===== src/rtl/pzbcm_rle_expander.sv =====
// Run-length expander: takes {data, count} entries and emits each data word count times.
// A single held entry drives the output registers directly; a zero-count entry is consumed silently.
module pzbcm_rle_expander #(
  parameter int DATA_WIDTH  = 8,
  parameter int COUNT_WIDTH = 4
) (
  input  logic                   i_clk,
  input  logic                   i_rst,
  input  logic                   i_clear,
  input  logic                   i_valid,
  output logic                   o_ready,
  input  logic [DATA_WIDTH-1:0]  i_data,
  input  logic [COUNT_WIDTH-1:0] i_count,
  output logic                   o_valid,
  input  logic                   i_ready,
  output logic [DATA_WIDTH-1:0]  o_data,
  output logic                   o_last,
  output logic [COUNT_WIDTH-1:0] o_remaining
);

  typedef enum logic {
    IDLE   = 1'b0,
    EXPAND = 1'b1
  } state_t;

  state_t                 state;
  logic                   hold_valid;
  logic [DATA_WIDTH-1:0]  hold_data;
  logic [COUNT_WIDTH-1:0] hold_remaining;

  logic accept;
  logic transfer;
  logic load;

  assign hold_valid = (state == EXPAND);

  assign o_valid     = hold_valid;
  assign o_data      = hold_data;
  assign o_remaining = hold_remaining;
  assign o_last      = hold_valid && (hold_remaining == COUNT_WIDTH'(1));

  // A new entry may enter while the last copy of the current one leaves.
  assign o_ready  = !i_clear && (!hold_valid || (i_ready && o_last));
  assign accept   = i_valid && o_ready;
  assign transfer = o_valid && i_ready;
  assign load     = accept && (i_count != '0);

  // NOTE: state registers use non-blocking assignments so every flop samples pre-edge values.
  always_ff @(posedge i_clk) begin
    if (i_rst) begin
      state          <= IDLE;
      hold_remaining <= '0;
    end else if (i_clear) begin
      state          <= IDLE;
      hold_remaining <= '0;
    end else if (load) begin
      state          <= EXPAND;
      hold_remaining <= i_count;
    end else if (transfer) begin
      // A transfer only happens while holding, so remaining is at least 1 here.
      hold_remaining <= hold_remaining - COUNT_WIDTH'(1);
      if (o_last) begin
        state <= IDLE;
      end
    end
  end

  // NOTE: the data register carries no reset; it is only observed while hold_valid is set.
  always_ff @(posedge i_clk) begin
    if (load && !i_rst) begin
      hold_data <= i_data;
    end
  end

endmodule


===== config.mk =====
export PLATFORM = sky130hd
export DESIGN_NAME = pzbcm_rle_expander
export DESIGN_NICKNAME = d
export VERILOG_FILES = /design/src/rtl/pzbcm_rle_expander.sv
export SDC_FILE = /design/constraint.sdc
export NUM_CORES = 1
export LEC_CHECK = 0
export CAP_MARGIN = 5
export CORE_MARGIN = 4
export CORE_UTILIZATION = 36
export DETAILED_ROUTE_END_ITERATION = 8
export GPL_ROUTABILITY_DRIVEN = 0
export HOLD_SLACK_MARGIN = 0.1
export PLACE_DENSITY = 0.78
export SLEW_MARGIN = 0
export SYNTH_ARGS = -nofsm -noshare
export SYNTH_HDL_FRONTEND = slang
export SYNTH_SLANG_ARGS = --single-unit

===== constraint.sdc =====
create_clock -name i_clk -period 2.5 [get_ports i_clk]
set_input_delay 0.25 -clock i_clk [delete_from_list [all_inputs] [get_ports i_clk]]
set_output_delay 0.25 -clock i_clk [all_outputs]
set_load 0.05 [all_outputs]

==> report_table.html <==
<table>
<tr><th>Metric</th><th>Value</th></tr>
<tr><th colspan="2">Detailed routing</th></tr>
<tr><td>Ratio of routed vias to standard cells</td><td>just under 5</td></tr>
<tr><td>Met3 WL</td><td>175 um</td></tr>
<tr><td>Number of vias after detailed routing</td><td>448</td></tr>
<tr><td>DR iter-0 viols</td><td>4</td></tr>
<tr><td>Routed length on met2</td><td>slightly above 500 um</td></tr>
<tr><td>Wire length the detailed router placed on met1</td><td>approximately 430 um</td></tr>
<tr><td>Top metal layer carrying routed signals</td><td>met4</td></tr>
<tr><td>Detail-routed net length per standard cell</td><td>12.2 um</td></tr>
<tr><td>Remaining DRCs</td><td>0</td></tr>
<tr><td>Remaining antenna violation count after routing</td><td>0</td></tr>
<tr><td>First-pass iteration count of the detailed router</td><td>2</td></tr>
<tr><td>Total wire length after detailed routing</td><td>1140 um</td></tr>
<tr><th colspan="2">Layout</th></tr>
<tr><td>Growth of design area from synthesis to finish</td><td>59.7%</td></tr>
<tr><td>Area taken by multi-input logic gates</td><td>205 sq um</td></tr>
<tr><td>Register area</td><td>around 340 sq um</td></tr>
<tr><td># fillers</td><td>133</td></tr>
<tr><td>Share of layout cells above drive strength 1</td><td>between 10% and 20%</td></tr>
<tr><td>Fin area</td><td>between 900 and 1000 sq um</td></tr>
<tr><td>Core occupancy in the finished layout</td><td>roughly 60%</td></tr>
<tr><td>Filler-free cell count of the finished design</td><td>93</td></tr>
<tr><td>Layout Nets</td><td>97</td></tr>
<tr><td>Antenna cell count</td><td>0</td></tr>
<tr><th colspan="2">Place</th></tr>
<tr><td>Placement Cell Area</td><td>approximately 900 sq um</td></tr>
<tr><td>Total of buffers placed on input and output ports</td><td>31</td></tr>
<tr><td>Cell total after placement</td><td>a little under 90</td></tr>
<tr><td>DPL Wire Length</td><td>956 um</td></tr>
<tr><th colspan="2">Worst setup path</th></tr>
<tr><td>Cell with the largest stage delay on the worst path</td><td>clkdlybuf4s50_1</td></tr>
<tr><td>Delay of the slowest cell on the worst path</td><td>slightly above 0.8 ns</td></tr>
<tr><td>Worst Setup Start Kind</td><td>flop</td></tr>
<tr><td>CP Launch Point</td><td>o_remaining[1]</td></tr>
<tr><td>Ordered list of cells on the worst path</td><td>inv_1 &gt; ha_1 &gt; nand2_1 &gt; nor3_1 &gt; clkdlybuf4s50_1</td></tr>
<tr><td>Endpoint of the worst-slack reg-to-reg timing path</td><td>o_data[5]</td></tr>
<tr><td>Reg2reg setup slack</td><td>around 0.53 ns</td></tr>
<tr><td>Endpoint class of the critical path</td><td>output pin</td></tr>
<tr><td>Origin of the critical flop-to-flop path</td><td>o_remaining[1]</td></tr>
<tr><td>Depth of the worst register-to-register path</td><td>5</td></tr>
<tr><td>Maximum fanout count along the critical path</td><td>3</td></tr>
<tr><td>Data required time at the worst endpoint</td><td>about 2.3 ns</td></tr>
<tr><td>Endpoint arrival time on the critical path</td><td>1.89 ns</td></tr>
<tr><td>Critical path start-end classification</td><td>flop to output pin</td></tr>
<tr><th colspan="2">Synthesis</th></tr>
<tr><td>Ys Warns</td><td>0</td></tr>
<tr><td>Share of async-settable or async-resettable flops after synthesis</td><td>0%</td></tr>
<tr><td>Largest family of logic cells by synthesized area</td><td>simple AND/OR/NAND/NOR gates</td></tr>
<tr><td>Synthesized Nets</td><td>63</td></tr>
<tr><td>Dominant register cell in the synthesized netlist</td><td>edfxtp_1</td></tr>
<tr><td>Cell variety after synth</td><td>20</td></tr>
<tr><td>Leading cell types by total area after synthesis</td><td>edfxtp_1, dfxtp_1, a211oi_2</td></tr>
<tr><td>Xor-xnor portion of the synthesized cell area</td><td>under 10%</td></tr>
<tr><td>Mux share of post-synthesis cell area</td><td>3.52%</td></tr>
<tr><td>Dominant cell type by area after synthesis</td><td>edfxtp_1</td></tr>
<tr><td>Simple-gate area share of the yosys netlist</td><td>about an eighth</td></tr>
<tr><td>Gate Count Post-Synth</td><td>44</td></tr>
<tr><td>Sequential-to-total area share from yosys stat</td><td>approximately three fifths</td></tr>
<tr><td>Commonest cells in the netlist</td><td>edfxtp_1, dfxtp_1, nor2_1</td></tr>
<tr><td>Leading cell type by number of instances after synthesis</td><td>edfxtp_1</td></tr>
<tr><td>Number of flops mapped to enable cells by yosys</td><td>8</td></tr>
<tr><td>Adder-cell area share of the yosys netlist</td><td>about 4.4%</td></tr>
<tr><td>Average cell area after synthesis</td><td>12.9 sq um</td></tr>
<tr><td>Proportion of netlist area held by the largest area contributor</td><td>~42%</td></tr>
<tr><td>Register bit total from synthesis</td><td>13</td></tr>
<tr><td>Mapped cell area</td><td>about 570 sq um</td></tr>
<tr><td>Synth Area in Compound Gates</td><td>approximately 11%</td></tr>
<tr><th colspan="2">Clocking</th></tr>
<tr><td>Number of buffers on the longest clock path</td><td>2</td></tr>
<tr><td>Cts-stage hold buffer count</td><td>0</td></tr>
<tr><td>Number of buffers added for setup after CTS</td><td>0</td></tr>
<tr><td>Clock slew at reported path FFs</td><td>0.07 ns</td></tr>
<tr><td>Number of gates resized after cts</td><td>0</td></tr>
<tr><td>CTS root buffer</td><td>clkbuf_4</td></tr>
<tr><td>Clock latency at the later pin of the worst-skew pair</td><td>0.27 ns</td></tr>
<tr><td>Htree depth</td><td>1</td></tr>
<tr><td>Clock tree from TritonCTS</td><td>yes</td></tr>
<tr><td>Clock buffers created by TritonCTS</td><td>3</td></tr>
<tr><td>Clock sinks</td><td>13</td></tr>
<tr><th colspan="2">Timing</th></tr>
<tr><td>Measured slew at the worst slew-check pin</td><td>~0.6 ns</td></tr>
<tr><td>Skew final</td><td>around 0.0013 ns</td></tr>
<tr><td>Relative slew margins</td><td>around three fifths</td></tr>
<tr><td>Maximum frequency from static timing analysis</td><td>468 MHz</td></tr>
<tr><td>Final max-slew violation count</td><td>0</td></tr>
<tr><td>Final-layout setup total negative slack</td><td>0 ns</td></tr>
<tr><td>RSZ-0062 raised after global routing</td><td>false</td></tr>
<tr><td>Final Hold Vio Count</td><td>0</td></tr>
<tr><td>Post-route fraction of the period consumed by the critical path</td><td>85.6%</td></tr>
<tr><td>Final setup violation count</td><td>0</td></tr>
<tr><td>Clock period minus final worst setup slack</td><td>around 2.1 ns</td></tr>
<tr><th colspan="2">Die</th></tr>
<tr><td>Die span in x</td><td>between 40 and 50 um</td></tr>
<tr><td>Die area</td><td>about 2300 sq um</td></tr>
<tr><td>Die Y-Extent</td><td>~48 um</td></tr>
<tr><td>Initial standard-cell utilization of the core</td><td>37.7%</td></tr>
<tr><td>Site row count</td><td>14</td></tr>
<tr><td>Number of top-level design ports</td><td>32</td></tr>
<tr><td>Area of the core</td><td>approximately 1500 sq um</td></tr>
<tr><th colspan="2">Power and ir drop</th></tr>
<tr><td>Leakage power figure</td><td>around 0.00033 uW</td></tr>
<tr><td>Peak supply drop</td><td>~0.22 mV</td></tr>
<tr><td>P per Cell Area</td><td>513 nW/um^2</td></tr>
<tr><td>Tot Pwr</td><td>466 uW</td></tr>
<tr><th colspan="2">GRT</th></tr>
<tr><td>Via count of the first global-routing pass</td><td>~430</td></tr>
<tr><td>Global-route wire length before repair</td><td>around 1700 um</td></tr>
<tr><td>Initial antenna violation count</td><td>0</td></tr>
<tr><td>Largest net degree at the start of global routing</td><td>9</td></tr>
<tr><td>Total routing usage reported by global routing</td><td>10.6%</td></tr>
<tr><td>Total global routing overflow</td><td>0</td></tr>
<tr><th colspan="2">Worst hold path</th></tr>
<tr><td>HP Start</td><td>i_data[5]</td></tr>
<tr><td>Type of the tightest min-delay check</td><td>input pin to flop</td></tr>
<tr><td>Worst Hold Depth</td><td>1</td></tr>
<tr><td>Endpoint, Worst Hold</td><td>o_data[5]</td></tr>
<tr><th colspan="2">Job</th></tr>
<tr><td>Max-capacitance violation count</td><td>0</td></tr>
<tr><th colspan="2">Status</th></tr>
<tr><td>Outcome</td><td>finished, final reports clean</td></tr>
</table>
==> final cells by class <==
cell class                      instances  share of cell area [%]
Multi-Input combinational cell         27                    22.6
Clock buffer                            4                    2.90
Tap cell                               16                    2.21
Sequential cell                        13                    37.5
Inverter                                2                   0.828
Timing Repair Buffer                   31                    33.9
==> routing by layer <==
metal	track usage [%]	vias to the layer above
li1	-	224
met2	17.9	29
met4	4.84	0
met5	0	-
met3	3.76	2
met1	12.0	193
==> layout by cell type, fill, tap and decap left out, types with 2 or more instances in the layout <==
cell             synthesis  routed
xnor2_1                  2       2
clkdlybuf4s50_1          0      30
ha_1                     2       2
inv_1                    2       2
dfxtp_1                  5       5
mux2i_1                  2       2
nand2_1                  3       3
nor2_1                   5       5
edfxtp_1                 8       8
a21oi_1                  2       2
clkbuf_4                 0       3
a211oi_2                 3       3
==> power breakdown <==
part / internal, uW / switching [uW] / total, uW
clock: 61.7 / 61.6 / 123
sequential: 236 / 6.00 / 242
combinational: 46.4 / 54.4 / 101
==> sequential cells by signal, indices dropped and copies added (netlist names) <==
register,count
o_data,8
o_remaining,4
o_valid,1
==> worst max-delay path: cells and delay by family (launching register included) <==
kind,cells,cell delay [ns]
adder cells (fa/ha/maj),1,0.17
flip-flops,1,0.33
buffers and inverters,2,0.92
AND/OR/NAND/NOR,2,0.19
==> metrics by stage <==
step                setup slack [ns]  hold slack, ns
floorplan                      0.214           0.349
CTS                            0.322           0.527
finish                         0.361           0.533
global route                   0.208           0.523
global placement               0.448           0.550
detailed placement             0.346           0.545
==> cells by family (layout without fill, tap and decap cells) <==
family          count (synthesis)  after routing
compound gates                  7              7
simple gates                   13             13
mux                             2              2
fa+ha+maj                       2              2
flops                          13             13
buf+inv                         4             37
xor+xnor                        3              3
==> worst max-delay path by stage <==
stage	end	slack (ns)	depth (start not counted)
final	o_last	0.36	5
after floorplan	o_last	0.21	3
after detailed placement	o_data[4]	0.35	4
after global routing	o_last	0.21	5
after CTS	o_last	0.32	5
after global placement	o_data[4]	0.45	4
Note: power is estimated with default switching activity, not from simulation.
